**config.mk**
```make
export PLATFORM = sky130hd
export DESIGN_NAME = rom_frame_reader_flat
export DESIGN_NICKNAME = d
export VERILOG_FILES = /design/src/rtl/rom_ctrl_pkg.sv /design/src/rtl/rom_frame_reader_if.sv /design/src/rtl/sync_fifo2.sv /design/src/rtl/rom_frame_reader.sv /design/src/flat_wrapper.sv
export SDC_FILE = /design/constraint.sdc
export NUM_CORES = 1
export LEC_CHECK = 0
export ABC_AREA = 1
export CAP_MARGIN = 10
export CELL_PAD_IN_SITES_DETAIL_PLACEMENT = 1
export CELL_PAD_IN_SITES_GLOBAL_PLACEMENT = 2
export CORE_ASPECT_RATIO = 1.1
export CORE_MARGIN = 2
export CORE_UTILIZATION = 23
export CTS_CLUSTER_SIZE = 12
export DETAILED_ROUTE_END_ITERATION = 8
export PLACE_DENSITY_LB_ADDON = 0.1
export SYNTH_ARGS = -nofsm -noshare
export SYNTH_HDL_FRONTEND = slang
export SYNTH_SLANG_ARGS = --single-unit
```
**constraint.sdc**
```tcl
create_clock -name clk -period 2.41 [get_ports clk]
set_input_delay 0.723 -clock clk [delete_from_list [all_inputs] [get_ports clk]]
set_output_delay 0.723 -clock clk [all_outputs]
set_load 0.005 [all_outputs]
```
**src/rtl/rom_ctrl_pkg.sv**
```systemverilog
// rtl/rom_ctrl_pkg.sv - shared types and sizing for the ROM frame reader
package rom_ctrl_pkg;

  localparam int ADDR_W_DEF = 4;
  localparam int DATA_W_DEF = 8;
  localparam int FIFO_DEPTH = 2;

  typedef enum logic [1:0] {
    IDLE  = 2'd0,
    READ  = 2'd1,
    DRAIN = 2'd2,
    DONE  = 2'd3
  } state_t;

endpackage

```
**src/rtl/rom_frame_reader_if.sv**
```systemverilog
// rtl/rom_frame_reader_if.sv - output word stream between frame reader and consumer
interface rom_frame_reader_if #(
  parameter int DATA_W = 8
) ();

  logic [DATA_W-1:0] out_data;
  logic              out_valid;
  logic              out_ready;

  modport master (
    output out_data,
    output out_valid,
    input  out_ready
  );

  modport slave (
    input  out_data,
    input  out_valid,
    output out_ready
  );

endinterface

```
**src/rtl/sync_fifo2.sv**
```systemverilog
// rtl/sync_fifo2.sv - 2-entry synchronous skid FIFO with flush
module sync_fifo2
  import rom_ctrl_pkg::*;
#(
  parameter int DATA_W = 8
) (
  input  logic              clk,
  input  logic              rst_n,
  input  logic              push,
  input  logic              pop,
  input  logic              flush,
  input  logic [DATA_W-1:0] push_data,
  output logic [DATA_W-1:0] head_data,
  output logic [1:0]        count
);

  localparam logic [1:0] FULL = 2'(FIFO_DEPTH);

  logic [DATA_W-1:0] mem [FIFO_DEPTH];
  logic              wr_ptr;
  logic              rd_ptr;
  logic              do_push;
  logic              do_pop;

  // A push into a full FIFO is allowed only when the head leaves the same cycle.
  assign do_pop  = pop && (count != 2'd0);
  assign do_push = push && ((count != FULL) || do_pop);

  always_ff @(posedge clk) begin
    if (!rst_n) begin
      mem[0] <= '0;
      mem[1] <= '0;
      wr_ptr <= 1'b0;
      rd_ptr <= 1'b0;
      count  <= 2'd0;
    end else if (flush) begin
      wr_ptr <= 1'b0;
      rd_ptr <= 1'b0;
      count  <= 2'd0;
    end else begin
      if (do_push) begin
        mem[wr_ptr] <= push_data;
        wr_ptr      <= ~wr_ptr;
      end
      if (do_pop) begin
        rd_ptr <= ~rd_ptr;
      end
      count <= count + 2'(do_push) - 2'(do_pop);
    end
  end

  assign head_data = mem[rd_ptr];

endmodule

```
**src/rtl/rom_frame_reader.sv**
```systemverilog
// rtl/rom_frame_reader.sv - reads a run of ROM words and streams them out
// through a 2-entry skid buffer that absorbs ROM latency and back-pressure.
module rom_frame_reader
  import rom_ctrl_pkg::*;
#(
  parameter int ADDR_W = ADDR_W_DEF,
  parameter int DATA_W = DATA_W_DEF
) (
  input  logic                     clk,
  input  logic                     rst_n,
  input  logic                     start_sig,
  input  logic                     abort_sig,
  input  logic [ADDR_W-1:0]        start_addr,
  input  logic [ADDR_W-1:0]        len_m1,
  output logic [ADDR_W-1:0]        rom_addr,
  input  logic [DATA_W-1:0]        rom_data,
  rom_frame_reader_if.master       strm,
  output logic                     busy_sig,
  output logic                     done_sig
);

  state_t            state;
  state_t            state_next;
  logic [ADDR_W-1:0] addr_q;
  logic [ADDR_W-1:0] last_addr;
  logic [ADDR_W-1:0] len_q;
  logic [ADDR_W-1:0] issue_cnt;
  logic [ADDR_W-1:0] beat_cnt;
  logic              rd_pend;

  logic [1:0]        fifo_count;
  logic [DATA_W-1:0] fifo_head;
  logic              pop;
  logic              accept;
  logic              issue;
  logic              flush;
  logic              room;

  assign pop = strm.out_valid && strm.out_ready;

  // Words held plus word in flight, after this cycle's pop, must stay below two.
  assign room = ({1'b0, fifo_count} + {2'b00, rd_pend}) < (3'd2 + {2'b00, pop});

  always_comb begin
    state_next = state;
    accept     = 1'b0;
    issue      = 1'b0;
    flush      = 1'b0;
    case (state)
      IDLE: begin
        if (start_sig && !abort_sig) begin
          accept     = 1'b1;
          state_next = READ;
        end
      end
      READ: begin
        if (abort_sig) begin
          flush      = 1'b1;
          state_next = IDLE;
        end else if (room) begin
          issue = 1'b1;
          if (issue_cnt == len_q) begin
            state_next = DRAIN;
          end
        end
      end
      DRAIN: begin
        if (abort_sig) begin
          flush      = 1'b1;
          state_next = IDLE;
        end else if (pop && (beat_cnt == len_q)) begin
          state_next = DONE;
        end
      end
      DONE: begin
        flush      = abort_sig;
        state_next = IDLE;
      end
      default: state_next = IDLE;
    endcase
  end

  always_ff @(posedge clk) begin
    if (!rst_n) begin
      state     <= IDLE;
      addr_q    <= '0;
      last_addr <= '0;
      len_q     <= '0;
      issue_cnt <= '0;
      beat_cnt  <= '0;
      rd_pend   <= 1'b0;
    end else begin
      state   <= state_next;
      rd_pend <= issue;
      if (accept) begin
        addr_q    <= start_addr;
        len_q     <= len_m1;
        issue_cnt <= '0;
        beat_cnt  <= '0;
      end else begin
        if (issue) begin
          addr_q    <= addr_q + ADDR_W'(1);
          last_addr <= addr_q;
          issue_cnt <= issue_cnt + ADDR_W'(1);
        end
        if (pop && ((state == READ) || (state == DRAIN))) begin
          beat_cnt <= beat_cnt + ADDR_W'(1);
        end
      end
    end
  end

  // The ROM sees the new address only on issue cycles; otherwise it re-reads the last one.
  assign rom_addr = issue ? addr_q : last_addr;

  sync_fifo2 #(
    .DATA_W (DATA_W)
  ) u_fifo (
    .clk       (clk),
    .rst_n     (rst_n),
    .push      (rd_pend),
    .pop       (pop),
    .flush     (flush),
    .push_data (rom_data),
    .head_data (fifo_head),
    .count     (fifo_count)
  );

  assign strm.out_valid = (fifo_count != 2'd0);
  assign strm.out_data  = fifo_head;
  assign busy_sig       = (state != IDLE);
  assign done_sig       = (state == DONE);

endmodule

```
**src/flat_wrapper.sv**
```systemverilog
// flat-port wrapper written by rule: the top's interface ports become plain ports
module rom_frame_reader_flat import rom_ctrl_pkg::*;
#(
  parameter int ADDR_W = ADDR_W_DEF,
  parameter int DATA_W = DATA_W_DEF
)
  (clk, rst_n, start_sig, abort_sig, start_addr, len_m1, rom_addr, rom_data, busy_sig, done_sig, strm_out_data, strm_out_valid, strm_out_ready);
  rom_frame_reader_if #(.DATA_W(DATA_W)) strm_i ();
  input  logic clk;
  input  logic rst_n;
  input  logic start_sig;
  input  logic abort_sig;
  input  logic [ADDR_W-1:0] start_addr;
  input  logic [ADDR_W-1:0] len_m1;
  output logic [ADDR_W-1:0] rom_addr;
  input  logic [DATA_W-1:0] rom_data;
  output logic busy_sig;
  output logic done_sig;
  output wire logic [$bits(strm_i.out_data)-1:0] strm_out_data;
  output wire logic [$bits(strm_i.out_valid)-1:0] strm_out_valid;
  input wire logic [$bits(strm_i.out_ready)-1:0] strm_out_ready;
  assign strm_out_data = strm_i.out_data;
  assign strm_out_valid = strm_i.out_valid;
  assign strm_i.out_ready = strm_out_ready;
  rom_frame_reader #(.ADDR_W(ADDR_W), .DATA_W(DATA_W)) u_core (.clk(clk), .rst_n(rst_n), .start_sig(start_sig), .abort_sig(abort_sig), .start_addr(start_addr), .len_m1(len_m1), .rom_addr(rom_addr), .rom_data(rom_data), .strm(strm_i), .busy_sig(busy_sig), .done_sig(done_sig));
endmodule
```
==> reports/metrics.cfg <==
[drt]
first_pass_iters=4
drtAntennaViolNets=0
drt-total-wl_mm=6.30
wl_per_cell_um=13.0
drc=0
vias=2044
drt_iter0_markers=19
vias_per_cell=4.23

[setup_path]
crit_required_ns=1.69
critical_path.max_fanout=3
critPathSlowestCell=dfxtp_2
worstPathCellList=ha_4 > ha_4 > a21oi_4 > nand2_4 > buf_8 > buf_6 > nand2_4 > nand2_2 > buf_6
crit_type=reg2out
slowest_delay_ns=0.35
critPathBufInv=3
cp.arrival_ns=1.82
end_kind=output pin
crit_path_start_kind=flop
crit_family=adder cells

[final_layout]
area_growth_pct=50.6
utilization_pct=36.0
final_area_sq_mm=0.00340
num_antenna_cells=0
fin_nets=398
drive_gt1_share_pct=29.2
final_cell_mix=nand2_1 (51), nor2_1 (38), inv_1 (36)
num-fill-cells=1139
layout_commonest_cell=nand2_1
layout.cells.non_filler=483

[power_and_ir_drop]
p_sw_uw=932
intPower_mw=1.84
power_density_mw_per_mm2=814
p_clk_share_pct=21.6
power_leakage_nw=1.53
p_total_mw=2.77
sw_frac_of_total_pct=33.6
p_comb_share_pct=42.9
pwr-share-seq_pct=35.5
ir_worst_vdd_mv=0.310

[place]
gp_congestion=0.722
dp_hpwl_mm=4.40
placed_cell_area_sq_mm=0.00297
dp_cells=456
pre_cts_ws_ns=-0.788
port_buffers=35

[yosys]
ys_seq_elements=44
ys_top_cells_by_area=dfxtp_1 (25%), edfxtp_1 (21%), nand2_1 (10%)
ys_types=24
ys_warn_count=0
synth_nets=310
synth_top_area_cell=dfxtp_1
netlist_area_sq_mm=0.00226
avgSynthCellArea_sq_um=8.16
synthCells=277
synth_seq_area_share_pct=46.1
synth_top_area_share_pct=24.8

[grt]
grt_pass1_vias=2165
gr-max-usage-layer=met2
grt_max_degree=16
gr-usage-met3_pct=2.39
grt_pass1_wl_mm=10.4
antenna_found_initial=0
met2_usage_pct=23.0
use_met1_pct=14.4
grt.total_usage_pct=12.3
gr-total-overflow=0

[floorplanning]
fp-row-count=37
num_io_pins=36
die_width_um=98.5
die_area_sq_mm=0.0106
initial_core_util_pct=23.9
core-area_sq_mm=0.00944
die_h_um=108

[clock_tree]
root_buffer=clkbuf_8
cts_htree_levels=2
cts_buffers=5
cts.sinks=44
cts_tree=done
ctsHoldBuffers=0
cts_buffer_depth=2
clk_pin_slew_ns=0.09
insertion_delay_ns=0.30

[outcome]
status=finished with violations
violations=setup timing

[sta]
slew_headroom_pct=74.6
drv_slew=0
finalHoldViolations=0
holdWs_ns=0.487
skew_ns=0.00762
finalSetupViolations=4
finalCritPeriodShare_pct=105
post-route-min-period_ns=2.54
tns_ns=-0.463
worst_slew_pin_slew_ns=0.377
fmax_mhz=394
rsz0062_at_grt=yes
fin_ws_ns=-0.130

[run]
cap_violations=0

[min_path]
min_path_type=reg2reg

==> worst min-delay path: stages (launching register included) <==
cell,delay (ns)
dfxtp_1,0.33
inv_1,0.06
a21oi_1,0.05
==> synthesized netlist by cell type, drive strengths merged <==
library cell,count
a21oi,19
buf,3
clkbuf,1
dfxtp,28
edfxtp,16
ha,12
inv,41
mux2,9
nand2,64
nand3,17
nor2,40
o21ai,16
or2,3
xnor2,7
xor2,1
==> power groups by stage <==
stage | Combinational [mW] | Sequential (mW) | Clock, mW
3_5_place_dp | 0.953 | 0.984 | 0
6_report | 1.19 | 0.983 | 0.599
5_1_grt | 1.35 | 1.00 | 0.651
4_1_cts | 1.09 | 0.981 | 0.635
3_3_place_gp | 0.946 | 0.985 | 0
2_1_floorplan | 0.541 | 0.956 | 0
==> final timing paths <==
kind / from / end / slack, ns / depth (start not counted)
min reg2reg: u_core.beat_cnt[3]$_SDFFE_PP0P_ / u_core.beat_cnt[3]$_SDFFE_PP0P_ / 0.49 / 2
max reg2reg: u_core.u_fifo.count[0]$_SDFF_PP0_ / u_core.last_addr[0]$_SDFFE_PN0N_ / 0.06 / 19
min: u_core.beat_cnt[3]$_SDFFE_PP0P_ / u_core.beat_cnt[3]$_SDFFE_PP0P_ / 0.49 / 2
max: u_core.u_fifo.count[0]$_SDFF_PP0_ / rom_addr[0] / -0.13 / 9
==> routing by layer <==
metal | part of all wire, % | up-vias | routed length, um
li1 | - | 1052 | -
met1 | 43 | 961 | 2710
met2 | 53 | 26 | 3360
met3 | 2.5 | 5 | 159
met4 | 0.89 | 0 | 56
met5 | 0 | - | 0
==> logic make-up (layout without fill, tap and decap cells) <==
kind of cell / after synthesis / count (layout) / share of synthesized area (%)
compound gates: 35 / 35 / 8.25
flops: 44 / 44 / 46.1
mux: 9 / 9 / 4.49
simple gates: 124 / 124 / 23.4
fa+ha+maj: 12 / 12 / 6.64
buf+inv: 45 / 134 / 8.03
xor+xnor: 8 / 8 / 3.10
==> cell type report <==
| class | instances | area, sq um | share of cell area, % |
|---|---|---|---|
| Clock buffer | 5 | 68.8 | 2.02 |
| Clock inverter | 3 | 47.5 | 1.40 |
| Inverter | 41 | 159 | 4.67 |
| Multi-Input combinational cell | 188 | 1130 | 33.2 |
| Sequential cell | 44 | 1040 | 30.7 |
| Tap cell | 117 | 146 | 4.30 |
| Timing Repair Buffer | 85 | 807 | 23.7 |
==> timing repair <==
item                       4_1_cts  5_1_grt
gates resized for setup         41       24
buffers inserted                16        3
pin swaps                        8        5
setup endpoints to repair       12        6
==> flip-flops by register name (all words and copies together) (netlist names), named ones only <==
register / count
u_core.u_fifo.mem: 16
u_core.beat_cnt: 4
u_core.addr_q: 4
u_core.state: 2
u_core.issue_cnt: 4
u_core.last_addr: 4
u_core.u_fifo.wr_ptr: 1
u_core.rd_pend: 1
u_core.u_fifo.rd_ptr: 1
u_core.u_fifo.count: 2
u_core.len_q: 4
(Power assumes the default switching activity.)
